==> config.mk <==
export PLATFORM = sky130hd
export DESIGN_NAME = vga_scan_overlay
export DESIGN_NICKNAME = d
export VERILOG_FILES = /design/src/rtl/vga_scan_overlay.sv
export SDC_FILE = /design/constraint.sdc
export NUM_CORES = 1
export LEC_CHECK = 0
export CAP_MARGIN = 20
export CORE_AREA = 4 4 181 183
export DETAILED_ROUTE_END_ITERATION = 6
export DIE_AREA = 0 0 185 187
export GPL_TIMING_DRIVEN = 0
export HOLD_SLACK_MARGIN = 0.03
export PLACE_DENSITY = 0.59
export SYNTH_ARGS = -nofsm -noshare
export SYNTH_HDL_FRONTEND = slang
export SYNTH_SLANG_ARGS = --single-unit
==> constraint.sdc <==
create_clock -name CLOCK -period 15.12 [get_ports CLOCK]
set_input_delay 3.78 -clock CLOCK [delete_from_list [all_inputs] [get_ports CLOCK]]
set_output_delay 3.78 -clock CLOCK [all_outputs]
set_load 0.005 [all_outputs]
==> src/rtl/vga_scan_overlay.sv <==
// vga_scan_overlay
//   VGA timing generator with a PIPE-deep alignment pipeline and NCUR
//   square cursor overlays. The counters issue a pixel coordinate on
//   xPixel/yPixel. The downstream renderer returns that pixel's colour on
//   rgbIn PIPE pixEn ticks later. Sync, blanking and the cursor overlay
//   are delayed by the same amount, so they line up with rgbIn.
//
// Ports
//   CLOCK      system clock; every register runs on its rising edge
//   RESET      synchronous, active-high
//   pixEn      pixel-rate tick; all scan state advances only when it is 1
//   rgbIn      {r,g,b} for the coordinate issued PIPE ticks earlier
//   curX/curY  per-channel cursor left/top edge, channel i at [i*COORD_W +: COORD_W]
//   curColor   per-channel cursor colour, channel i at [i*24 +: 24]
//   curEn      per-channel cursor enable
//   xPixel/yPixel  coordinate being issued (0 outside the visible area)
//   hsync/vsync    sync outputs, asserted level SYNC_POL
//   VGAblanck      active-low blank (1 while visible)
//   VGAr/g/b       output colour
//   frameStart     one-CLOCK pulse when a new frame starts and cursors are latched
module vga_scan_overlay #(
    parameter int H_ACTIVE = 640,
    parameter int H_FP     = 16,
    parameter int H_SYNC   = 96,
    parameter int H_BP     = 48,
    parameter int V_ACTIVE = 480,
    parameter int V_FP     = 10,
    parameter int V_SYNC   = 2,
    parameter int V_BP     = 33,
    parameter int SYNC_POL = 0,
    parameter int PIPE     = 2,
    parameter int NCUR     = 2,
    parameter int CUR_SIZE = 8,
    parameter int COORD_W  = 11
) (
    input  logic                      CLOCK,
    input  logic                      RESET,
    input  logic                      pixEn,
    input  logic [23:0]               rgbIn,
    input  logic [NCUR*COORD_W-1:0]   curX,
    input  logic [NCUR*COORD_W-1:0]   curY,
    input  logic [NCUR*24-1:0]        curColor,
    input  logic [NCUR-1:0]           curEn,
    output logic [COORD_W-1:0]        xPixel,
    output logic [COORD_W-1:0]        yPixel,
    output logic                      hsync,
    output logic                      vsync,
    output logic                      VGAblanck,
    output logic [7:0]                VGAr,
    output logic [7:0]                VGAg,
    output logic [7:0]                VGAb,
    output logic                      frameStart
);

    localparam int H_TOTAL = H_ACTIVE + H_FP + H_SYNC + H_BP;
    localparam int V_TOTAL = V_ACTIVE + V_FP + V_SYNC + V_BP;

    localparam logic [COORD_W-1:0] H_LAST   = COORD_W'(H_TOTAL - 1);
    localparam logic [COORD_W-1:0] V_LAST   = COORD_W'(V_TOTAL - 1);
    localparam logic [COORD_W-1:0] H_ACT    = COORD_W'(H_ACTIVE);
    localparam logic [COORD_W-1:0] V_ACT    = COORD_W'(V_ACTIVE);
    localparam logic [COORD_W-1:0] HS_BEGIN = COORD_W'(H_ACTIVE + H_FP);
    localparam logic [COORD_W-1:0] HS_END   = COORD_W'(H_ACTIVE + H_FP + H_SYNC);
    localparam logic [COORD_W-1:0] VS_BEGIN = COORD_W'(V_ACTIVE + V_FP);
    localparam logic [COORD_W-1:0] VS_END   = COORD_W'(V_ACTIVE + V_FP + V_SYNC);
    localparam logic [COORD_W:0]   CUR_EXT  = (COORD_W+1)'(CUR_SIZE);
    localparam logic               SYNC_ON  = (SYNC_POL != 0);

    // The sync flags mean "asserted", independent of polarity. A cleared stage
    // is therefore inactive and unasserted whatever SYNC_POL is.
    typedef struct packed {
        logic               active;
        logic               hs_on;
        logic               vs_on;
        logic [COORD_W-1:0] x;
        logic [COORD_W-1:0] y;
    } stage_t;

    logic [COORD_W-1:0] h_cnt, v_cnt;
    logic               active0, frame_tick;
    stage_t             stage0, dly;
    stage_t             pipe [PIPE];

    logic [COORD_W-1:0] sh_x [NCUR];
    logic [COORD_W-1:0] sh_y [NCUR];
    logic [23:0]        sh_c [NCUR];
    logic [NCUR-1:0]    sh_en;

    logic               hit;
    logic [23:0]        hit_color;

    // ---------------- scan counters ----------------
    // NOTE: state registers use non-blocking assignments so every flop samples pre-edge values.
    always_ff @(posedge CLOCK) begin
        if (RESET) begin
            h_cnt <= '0;
            v_cnt <= '0;
        end else if (pixEn) begin
            if (h_cnt == H_LAST) begin
                h_cnt <= '0;
                v_cnt <= (v_cnt == V_LAST) ? '0 : v_cnt + 1'b1;
            end else begin
                h_cnt <= h_cnt + 1'b1;
            end
        end
    end

    assign active0    = (h_cnt < H_ACT) && (v_cnt < V_ACT);
    assign frame_tick = pixEn && (h_cnt == '0) && (v_cnt == '0);
    assign xPixel     = active0 ? h_cnt : '0;
    assign yPixel     = active0 ? v_cnt : '0;

    assign stage0.active = active0;
    assign stage0.hs_on  = (h_cnt >= HS_BEGIN) && (h_cnt < HS_END);
    assign stage0.vs_on  = (v_cnt >= VS_BEGIN) && (v_cnt < VS_END);
    assign stage0.x      = xPixel;
    assign stage0.y      = yPixel;

    // ---------------- alignment pipeline ----------------
    always_ff @(posedge CLOCK) begin
        if (RESET) begin
            for (int i = 0; i < PIPE; i++) pipe[i] <= '0;
        end else if (pixEn) begin
            pipe[0] <= stage0;
            for (int i = 1; i < PIPE; i++) pipe[i] <= pipe[i-1];
        end
    end

    assign dly = pipe[PIPE-1];

    // ---------------- cursor shadows ----------------
    // Cursor inputs are sampled only at the first pixel of a frame. Inputs that
    // change mid-frame therefore cannot tear a cursor.
    // NOTE: position/colour shadows have no reset; they are ignored until the reset-cleared enable is set.
    always_ff @(posedge CLOCK) begin
        if (frame_tick && !RESET) begin
            for (int i = 0; i < NCUR; i++) begin
                sh_x[i] <= curX[i*COORD_W +: COORD_W];
                sh_y[i] <= curY[i*COORD_W +: COORD_W];
                sh_c[i] <= curColor[i*24 +: 24];
            end
        end
    end

    always_ff @(posedge CLOCK) begin
        if (RESET)           sh_en <= '0;
        else if (frame_tick) sh_en <= curEn;
    end

    // ---------------- hit test ----------------
    // Range ends use one extra bit, so a cursor near the right or bottom
    // edge is clipped instead of wrapping to coordinate 0. The loop runs from
    // the highest channel down, so the lowest hitting channel is written last and wins.
    // NOTE: outputs get defaults before the loop so no path leaves them unassigned (no latch).
    always_comb begin
        hit       = 1'b0;
        hit_color = '0;
        for (int i = NCUR - 1; i >= 0; i--) begin
            if (sh_en[i]
                && ({1'b0, dly.x} >= {1'b0, sh_x[i]}) && ({1'b0, dly.x} < {1'b0, sh_x[i]} + CUR_EXT)
                && ({1'b0, dly.y} >= {1'b0, sh_y[i]}) && ({1'b0, dly.y} < {1'b0, sh_y[i]} + CUR_EXT)) begin
                hit       = 1'b1;
                hit_color = sh_c[i];
            end
        end
    end

    // ---------------- output stage ----------------
    always_ff @(posedge CLOCK) begin
        if (RESET) begin
            hsync              <= ~SYNC_ON;
            vsync              <= ~SYNC_ON;
            VGAblanck          <= 1'b0;
            {VGAr, VGAg, VGAb} <= '0;
            frameStart         <= 1'b0;
        end else begin
            frameStart <= frame_tick;
            if (pixEn) begin
                hsync     <= dly.hs_on ? SYNC_ON : ~SYNC_ON;
                vsync     <= dly.vs_on ? SYNC_ON : ~SYNC_ON;
                VGAblanck <= dly.active;
                if (!dly.active) {VGAr, VGAg, VGAb} <= '0;
                else if (hit)    {VGAr, VGAg, VGAb} <= hit_color;
                else             {VGAr, VGAg, VGAb} <= rgbIn;
            end
        end
    end

endmodule
==> reports/summary.log, run 1 <==
INFO  logic_synthesis synthDominantAreaCellType=sky130_fd_sc_hd__edfxtp_1
INFO  logic_synthesis synth_sequential_area_ratio=0.539
INFO  sta            worst_slew_pin_slew=0.780ns
INFO  sta            clock_skew=0.0129ns
INFO  route          dr.pass1.iters=4
INFO  place          dp_hpwl=18100um
INFO  clock_tree     numCtsBuffers=17
INFO  place          gp_routability_congestion=0.820
INFO  pwr            power.share.switching=0.236
INFO  logic_synthesis synth_enable_flop_cells=142
INFO  clock_tree     clock_transition_time_at_the_flip_flop_clock_pins_of_the_worst_setup_and_hold_paths=0.07ns
INFO  setup_path     critPathLaunchType=flop
INFO  logic_synthesis syn_area_per_cell=11.7squm
INFO  logic_synthesis synth.top_cells.by_area=sky130_fd_sc_hd__edfxtp_1 (43%), sky130_fd_sc_hd__ha_1 (11%), sky130_fd_sc_hd__dfxtp_1 (11%)
INFO  place          port_buffers=167
INFO  clock_tree     level_count_of_the_clock_h_tree=4
INFO  sta            final-setup-viol-count=0
INFO  die            die_area=34600squm
INFO  setup_path     crit_fanout=10
INFO  pwr            ir_drop=0.0758mV
INFO  setup_path     criticalPathCategory=flop to output port
INFO  pwr            power.total=1.15mW
INFO  status         outcome=completed
INFO  pwr            power_leakage=5.26nW
INFO  die            die_x=185um
INFO  job            maxCapViolations=0
INFO  pwr            share_seq_of_total_power=0.530
INFO  final_layout   post_layout_nonfiller_instances=1460
INFO  clock_tree     buffer_cell_driving_the_clock_tree_root=sky130_fd_sc_hd__clkbuf_16
INFO  logic_synthesis total_of_flip_flops_plus_latches_after_synthesis=194
INFO  sta            hold_viol_final=0
INFO  final_layout   fin_nets=1250
INFO  route          postRouteAntennaNets=0
INFO  grt            grt_use_total=0.134
INFO  route          drt_iter0_drc=276
INFO  clock_tree     worstSkewPairLatency=0.44ns
INFO  logic_synthesis synthDistinctLibCells=55
INFO  grt            grt_antenna_before_repair=0
INFO  die            design.core.area=31200squm
INFO  die            die_height=187um
INFO  clock_tree     cts.repair_timing.setup_buffer_count=0
INFO  clock_tree     tritoncts=built
INFO  logic_synthesis syn-instance-count=840
INFO  place          placed_cells=1428
INFO  grt            grt_overflow_total=0
INFO  route          route.vias.total=6698
INFO  pwr            switchingPower=272uW
INFO  die            core.rowCount=65
INFO  route          vias_per_cell=4.59
INFO  final_layout   drive_above_1_share=0.0983
INFO  logic_synthesis synth_area=9840squm
INFO  pwr            combPwrFrac=0.110
INFO  logic_synthesis synth.yosys.warnings=0
INFO  clock_tree     cts-root-to-sink-buffers=2
INFO  final_layout   syn2layout_area_growth=29.0%
INFO  setup_path     worst_setup_path_end_kind=output port
INFO  sta            timing.fmax=153MHz
INFO  setup_path     critical_path_required=11.34ns
INFO  sta            final_max_slew_viol_count=0
INFO  pwr            pwr_density_cell=90.9nW/um^2
INFO  die            initial_core_util=0.315
INFO  grt            grt_pass1_wl=36700um
INFO  sta            grt_setup_unrepaired=no
INFO  logic_synthesis synth_largest_type_area_fraction=0.433
INFO  final_layout   antenna_cells=0
INFO  clock_tree     cts_hold_repair.buffers=0
INFO  sta            slew_headroom=0.478
INFO  route          routed_wirelength=23100um
INFO  setup_path     cp.arrival=2.74ns
INFO  grt            grt_pass1_vias=6976
INFO  logic_synthesis postSynth.asyncResetShare=0
INFO  route          drc_markers=0
INFO  die            boundaryPins=171
INFO  grt            grt_max_degree=39
INFO  logic_synthesis dominantRegCellSynth=sky130_fd_sc_hd__edfxtp_1
INFO  clock_tree     sink_count=194
INFO  clock_tree     cts_resized=0
INFO  route          routedWlPerCell=15.9um
INFO  sta            finalSetupTns=0ns
INFO  pwr            power.share.clock=0.360
INFO  sta            period_utilisation_layout=0.431
INFO  hold_path      hold_class=flop to flop
INFO  sta            finalWorstPathRequiredPeriod=6.52ns
INFO  pwr            internal-power=882uW
sequential cells by signal, indices dropped and copies added, names as in the netlist:
register and flops:
VGAb 8, VGAblanck 1, VGAg 8, VGAr 8, frameStart 1, h_cnt 11
hsync 1, pipe 50, sh_c 48, sh_en 2, sh_x 22, sh_y 22
v_cnt 11, vsync 1
path summary, 6_finish.rpt:
kind	start	cells past startpoint	to	slack [ns]
worst max-delay path	v_cnt[5]	8	yPixel[4]	8.60
worst min-delay path	VGAg[0]	2	VGAg[0]	0.46
worst max register to register	sh_y[0][14]	13	VGAb[2]	11.91
worst min register to register	VGAg[0]	2	VGAg[0]	0.46
routing by layer:
layer  track usage  share of wire
met5             0              0
met2         0.232           0.51
met3        0.0210          0.023
met1         0.168           0.44
met4        0.0505          0.026
cell families (layout without fill, tap and decap cells):
group | after synthesis | count (layout) | share of synthesized area
adders and majority gates | 84 | 84 | 0.107
xor gates and xnor gates | 40 | 40 | 0.0356
muxes | 27 | 27 | 0.0275
other | 1 | 6 | 0.000381
and+or+nand+nor | 245 | 245 | 0.133
AOI/OAI and AO/OA | 116 | 116 | 0.0948
DFF | 194 | 194 | 0.539
buffers and inverters | 133 | 346 | 0.0624
worst max-delay path, cell delays in order (launching register included):
cell	delay (ns)
sky130_fd_sc_hd__dfxtp_1	0.30
sky130_fd_sc_hd__clkbuf_1	0.19
sky130_fd_sc_hd__nand4_1	0.21
sky130_fd_sc_hd__and3_1	0.26
sky130_fd_sc_hd__clkbuf_1	0.26
sky130_fd_sc_hd__clkbuf_1	0.32
sky130_fd_sc_hd__and2_1	0.18
sky130_fd_sc_hd__buf_4	0.10
sky130_fd_sc_hd__clkdlybuf4s50_1	0.49
power by group through the flow:
stage	clock network, mW	registers [mW]	logic [mW]
floorplan	0	0.622	0.0664
global placement	0	0.630	0.120
detailed placement	0	0.623	0.128
CTS	0.431	0.611	0.129
global route	0.452	0.614	0.142
finish	0.416	0.611	0.127
synthesized netlist by cell type, types with 2 or more instances:
cell type and number:
sky130_fd_sc_hd__edfxtp_1 142, sky130_fd_sc_hd__inv_1 85, sky130_fd_sc_hd__ha_1 84, sky130_fd_sc_hd__dfxtp_1 52
sky130_fd_sc_hd__nand2_1 49, sky130_fd_sc_hd__and2_1 48, sky130_fd_sc_hd__nor2_1 38, sky130_fd_sc_hd__xnor2_1 30
sky130_fd_sc_hd__mux2i_1 27, sky130_fd_sc_hd__a21oi_1 25, sky130_fd_sc_hd__and3_1 25, sky130_fd_sc_hd__buf_4 22
sky130_fd_sc_hd__nand3_1 22, sky130_fd_sc_hd__o21ai_0 22, sky130_fd_sc_hd__o221ai_2 20, sky130_fd_sc_hd__clkbuf_1 18
sky130_fd_sc_hd__nand4_1 17, sky130_fd_sc_hd__a21o_1 12, sky130_fd_sc_hd__nor3_1 11, sky130_fd_sc_hd__xor2_1 10
sky130_fd_sc_hd__nor4_1 9, sky130_fd_sc_hd__nand2b_1 8, sky130_fd_sc_hd__a211oi_1 6, sky130_fd_sc_hd__a31oi_1 6
sky130_fd_sc_hd__nor2b_1 6, sky130_fd_sc_hd__buf_6 4, sky130_fd_sc_hd__o211ai_1 4, sky130_fd_sc_hd__nand3_2 3
sky130_fd_sc_hd__o221ai_1 3, sky130_fd_sc_hd__buf_2 2, sky130_fd_sc_hd__nor4_2 2, sky130_fd_sc_hd__o21ai_1 2
sky130_fd_sc_hd__o31a_1 2, sky130_fd_sc_hd__o31ai_1 2, sky130_fd_sc_hd__or3_1 2
area by class of cell:
cell class / instances / area (sq um)
fill: 3022 / 18500
sequential: 194 / 5310
multi-input combinational: 518 / 3950
timing repair buffer: 181 / 1790
tap: 402 / 503
clock buffer: 21 / 450
inverter: 86 / 323
buffer: 47 / 292
clock inverter: 11 / 82.6
cells in the final DEF, fill, tap and decap left out, types with 21 or more instances in the layout:
master	count
sky130_fd_sc_hd__xnor2_1	30
sky130_fd_sc_hd__mux2i_1	27
sky130_fd_sc_hd__dfxtp_1	52
sky130_fd_sc_hd__buf_4	34
sky130_fd_sc_hd__clkdlybuf4s50_1	167
sky130_fd_sc_hd__clkbuf_1	21
sky130_fd_sc_hd__and3_1	25
sky130_fd_sc_hd__nor2_1	38
sky130_fd_sc_hd__inv_1	84
sky130_fd_sc_hd__nand2_1	49
sky130_fd_sc_hd__edfxtp_1	142
sky130_fd_sc_hd__and2_1	48
sky130_fd_sc_hd__a21oi_1	25
sky130_fd_sc_hd__nand3_1	22
sky130_fd_sc_hd__o21ai_0	22
sky130_fd_sc_hd__ha_1	84
through the flow:
step | utilization | hold WS, ns | cell area (sq um) | setup WS (ns)
final | 0.407 | 0.464 | 12700 | 8.60
after global routing | 0.407 | 0.493 | 12700 | 8.35
after global placement | 0.385 | 0.445 | 12000 | -4.32
after CTS | 0.407 | 0.471 | 12700 | 8.54
after detailed placement | 0.389 | 0.447 | 12200 | 8.76
after floorplan | - | 0.453 | 9860 | 1.58
Note: power is estimated with default switching activity, not from simulation.
==> inputs of run 2 (changes only) <==
clock period = 6.15 ns   (was 15.12 ns; I/O delays follow)
==> run 2 against run 1 <==
Sequential cell count unchanged. Clock skew up 0.00093 ns. Clock power rose to 3.0 times the previous value. Routed wire length up 0.18%. Final cell count about the same. Final area up 1.1%. Power rose to 2.6 times the previous value. Non-clock buffer count down 5. Critical path type unchanged.
==> reports/summary.log, run 2 (synthesized netlist as in run 1, its figures left out) <==
INFO  die            die_x=185um [unchanged]
INFO  clock_tree     cts_hold_repair.buffers=0 [unchanged]
INFO  pwr            pwr_density_cell=237nW/um^2 [+160%]
INFO  final_layout   drive_above_1_share=0.0959 [-0.00238]
INFO  final_layout   biggestRegsByFlops=pipe: 50 flops, sh_c: 48 flops
INFO  sta            hold_viol_final=0 [unchanged]
INFO  route          routed_wirelength=23200um [+0.18%]
INFO  place          dp_slack=2.01ns [-6.75 ns]
INFO  clock_tree     cts-root-to-sink-buffers=2 [unchanged]
INFO  route          postRouteAntennaNets=0 [unchanged]
INFO  grt            grt_pass1_wl=36400um [-0.66%]
INFO  sta            period_utilisation_layout=0.710
INFO  setup_path     crit_fanout=10 [unchanged]
INFO  place          port_buffers=167 [unchanged]
INFO  clock_tree     buffer_cell_driving_the_clock_tree_root=sky130_fd_sc_hd__clkbuf_16
INFO  die            die_area=34600squm [unchanged]
INFO  clock_tree     worstSkewPairLatency=0.43ns [about the same]
INFO  sta            setup_ws=1.78ns [-6.81 ns]
INFO  grt            grt_pass1_vias=6782 [-2.8%]
INFO  hold_path      hold_class=flop to flop
INFO  route          route.vias.total=6630 [-1.0%]
INFO  route          drc_markers=0 [unchanged]
INFO  place          dp_hpwl=17700um [-1.7%]
INFO  route          drt_iter0_drc=245 [-11%]
INFO  final_layout   largest_register_ffs=50 [unchanged]
INFO  clock_tree     sink_count=194 [unchanged]
INFO  route          dr.pass1.iters=6 [+2]
INFO  grt            grt_max_degree=37 [-5.1%]
INFO  setup_path     cp.arrival=2.83ns [+0.09 ns]
INFO  die            initial_core_util=0.315 [unchanged]
INFO  job            maxCapViolations=0 [unchanged]
INFO  status         outcome=completed
INFO  final_layout   post_route_utilization=0.411 [+0.00453]
INFO  pwr            power_leakage=5.29nW [+0.69%]
INFO  grt            grt_antenna_before_repair=6 [+6]
INFO  grt            grt_overflow_total=0 [unchanged]
INFO  clock_tree     numCtsBuffers=17 [unchanged]
INFO  sta            final-setup-viol-count=0 [unchanged]
INFO  setup_path     critPathLaunchType=flop
INFO  final_layout   fin_area=12800squm [+1.1%]
INFO  route          vias_per_cell=4.54 [-1.1%]
INFO  die            design.core.area=31200squm [unchanged]
INFO  route          routedWlPerCell=15.9um [+0.11%]
INFO  sta            slew_headroom=0.512 [+0.0338]
INFO  final_layout   layout_commonest_cell=sky130_fd_sc_hd__clkdlybuf4s50_1
INFO  die            boundaryPins=171 [unchanged]
INFO  setup_path     r2r.worst_path.cells=11 [-2]
INFO  clock_tree     cts_resized=0 [unchanged]
INFO  sta            worst_slew_pin_slew=0.730ns [-0.0505 ns]
INFO  final_layout   fin_nets=1245 [-0.40%]
INFO  sta            finalWorstPathRequiredPeriod=4.37ns
INFO  sta            final_max_slew_viol_count=0 [unchanged]
INFO  setup_path     critical_path_required=4.61ns [-6.73 ns]
INFO  final_layout   fill_cells=2984 [-1.3%]
INFO  sta            clock_skew=0.0139ns [+0.000933 ns]
INFO  hold_path      hold_path_depth=2 [unchanged]
INFO  place          gp_routability_congestion=0.829 [+1.2%]
INFO  setup_path     worst_setup_path_end_kind=output port
INFO  final_layout   regMostFlops=pipe
INFO  sta            grt_setup_unrepaired=no
INFO  final_layout   post_layout_nonfiller_instances=1461 [+0.068%]
INFO  clock_tree     tritoncts=built
INFO  final_layout   mostFrequentLayoutCells=sky130_fd_sc_hd__clkdlybuf4s50_1 (167), sky130_fd_sc_hd__edfxtp_1 (142), sky130_fd_sc_hd__inv_1 (84), sky130_fd_sc_hd__ha_1 (84), sky130_fd_sc_hd__dfxtp_1 (52)
INFO  grt            grt_use_total=0.134 [about the same]
INFO  setup_path     criticalPathCategory=flop to output port
INFO  sta            timing.fmax=229MHz
INFO  die            core.rowCount=65 [unchanged]
INFO  clock_tree     level_count_of_the_clock_h_tree=4 [unchanged]
INFO  pwr            ir_drop=0.191mV [+150%]
INFO  clock_tree     cts.repair_timing.setup_buffer_count=0 [unchanged]
INFO  die            die_height=187um [unchanged]
INFO  final_layout   syn2layout_area_growth=30.4%
INFO  clock_tree     clock_transition_time_at_the_flip_flop_clock_pins_of_the_worst_setup_and_hold_paths=0.07ns [about the same]
INFO  place          placed_cells=1423 [-0.35%]
INFO  place          detailed_place.area=12200squm [about the same]
-- run 2: cell count changes in the layout (fill, tap and decap cells not counted), sizes merged --
cell,before,now
buf,43,38
bufinv,0,5
clkbuf,39,36
clkinv,7,3
clkinvlp,0,1
diode,0,6
inv,90,91
-- run 2: final timing paths --
kind | from | to | slack [ns]
max reg2reg | sh_y[0][14] | VGAb[5] | 2.90
min reg2reg | VGAr[4] | VGAr[4] | 0.47
max | v_cnt[5] | yPixel[2] | 1.78
min | VGAr[4] | VGAr[4] | 0.47
-- run 2: worst max-delay path: stages (launching register included) --
cell                              delay, ns
sky130_fd_sc_hd__dfxtp_1               0.30
sky130_fd_sc_hd__clkbuf_1              0.19
sky130_fd_sc_hd__nand4_1               0.23
sky130_fd_sc_hd__and3_1                0.26
sky130_fd_sc_hd__clkbuf_1              0.29
sky130_fd_sc_hd__clkbuf_1              0.34
sky130_fd_sc_hd__and2_1                0.19
sky130_fd_sc_hd__buf_4                 0.10
sky130_fd_sc_hd__clkdlybuf4s50_1       0.49
-- run 2: where the power goes --
part	switching, mW	internal (mW)
clock network	0.498	0.731
logic	0.143	0.168
registers	0.0357	1.47
-- run 2: final cells by class --
type | instances | area (sq um) | area share
timing repair buffer | 176 | 1790 | 0.139
tap | 402 | 503 | 0.0392
clock buffer | 18 | 429 | 0.0334
buffer | 47 | 292 | 0.0227
multi-input combinational | 518 | 3960 | 0.308
inverter | 86 | 323 | 0.0251
antenna | 6 | 15.0 | 0.00117
sequential | 194 | 5310 | 0.413
clock inverter | 14 | 225 | 0.0175
-- run 2: routing by layer --
metal,global-route usage,share of wire,vias to the layer above
met1,0.169,0.43,3094
met3,0.0216,0.028,27
met4,0.0531,0.024,0
met5,0,0,-
met2,0.230,0.51,114
li1,-,-,3395
-- run 2: metrics by stage --
stage | hold WS [ns] | total power [mW] | TNS [ns]
detailed placement | 0.448 | 1.85 | 0
floorplan | 0.453 | 1.69 | 0
global route | 0.498 | 3.18 | 0
global placement | 0.444 | 1.83 | -133.91
finish | 0.465 | 3.04 | 0
CTS | 0.469 | 3.08 | 0
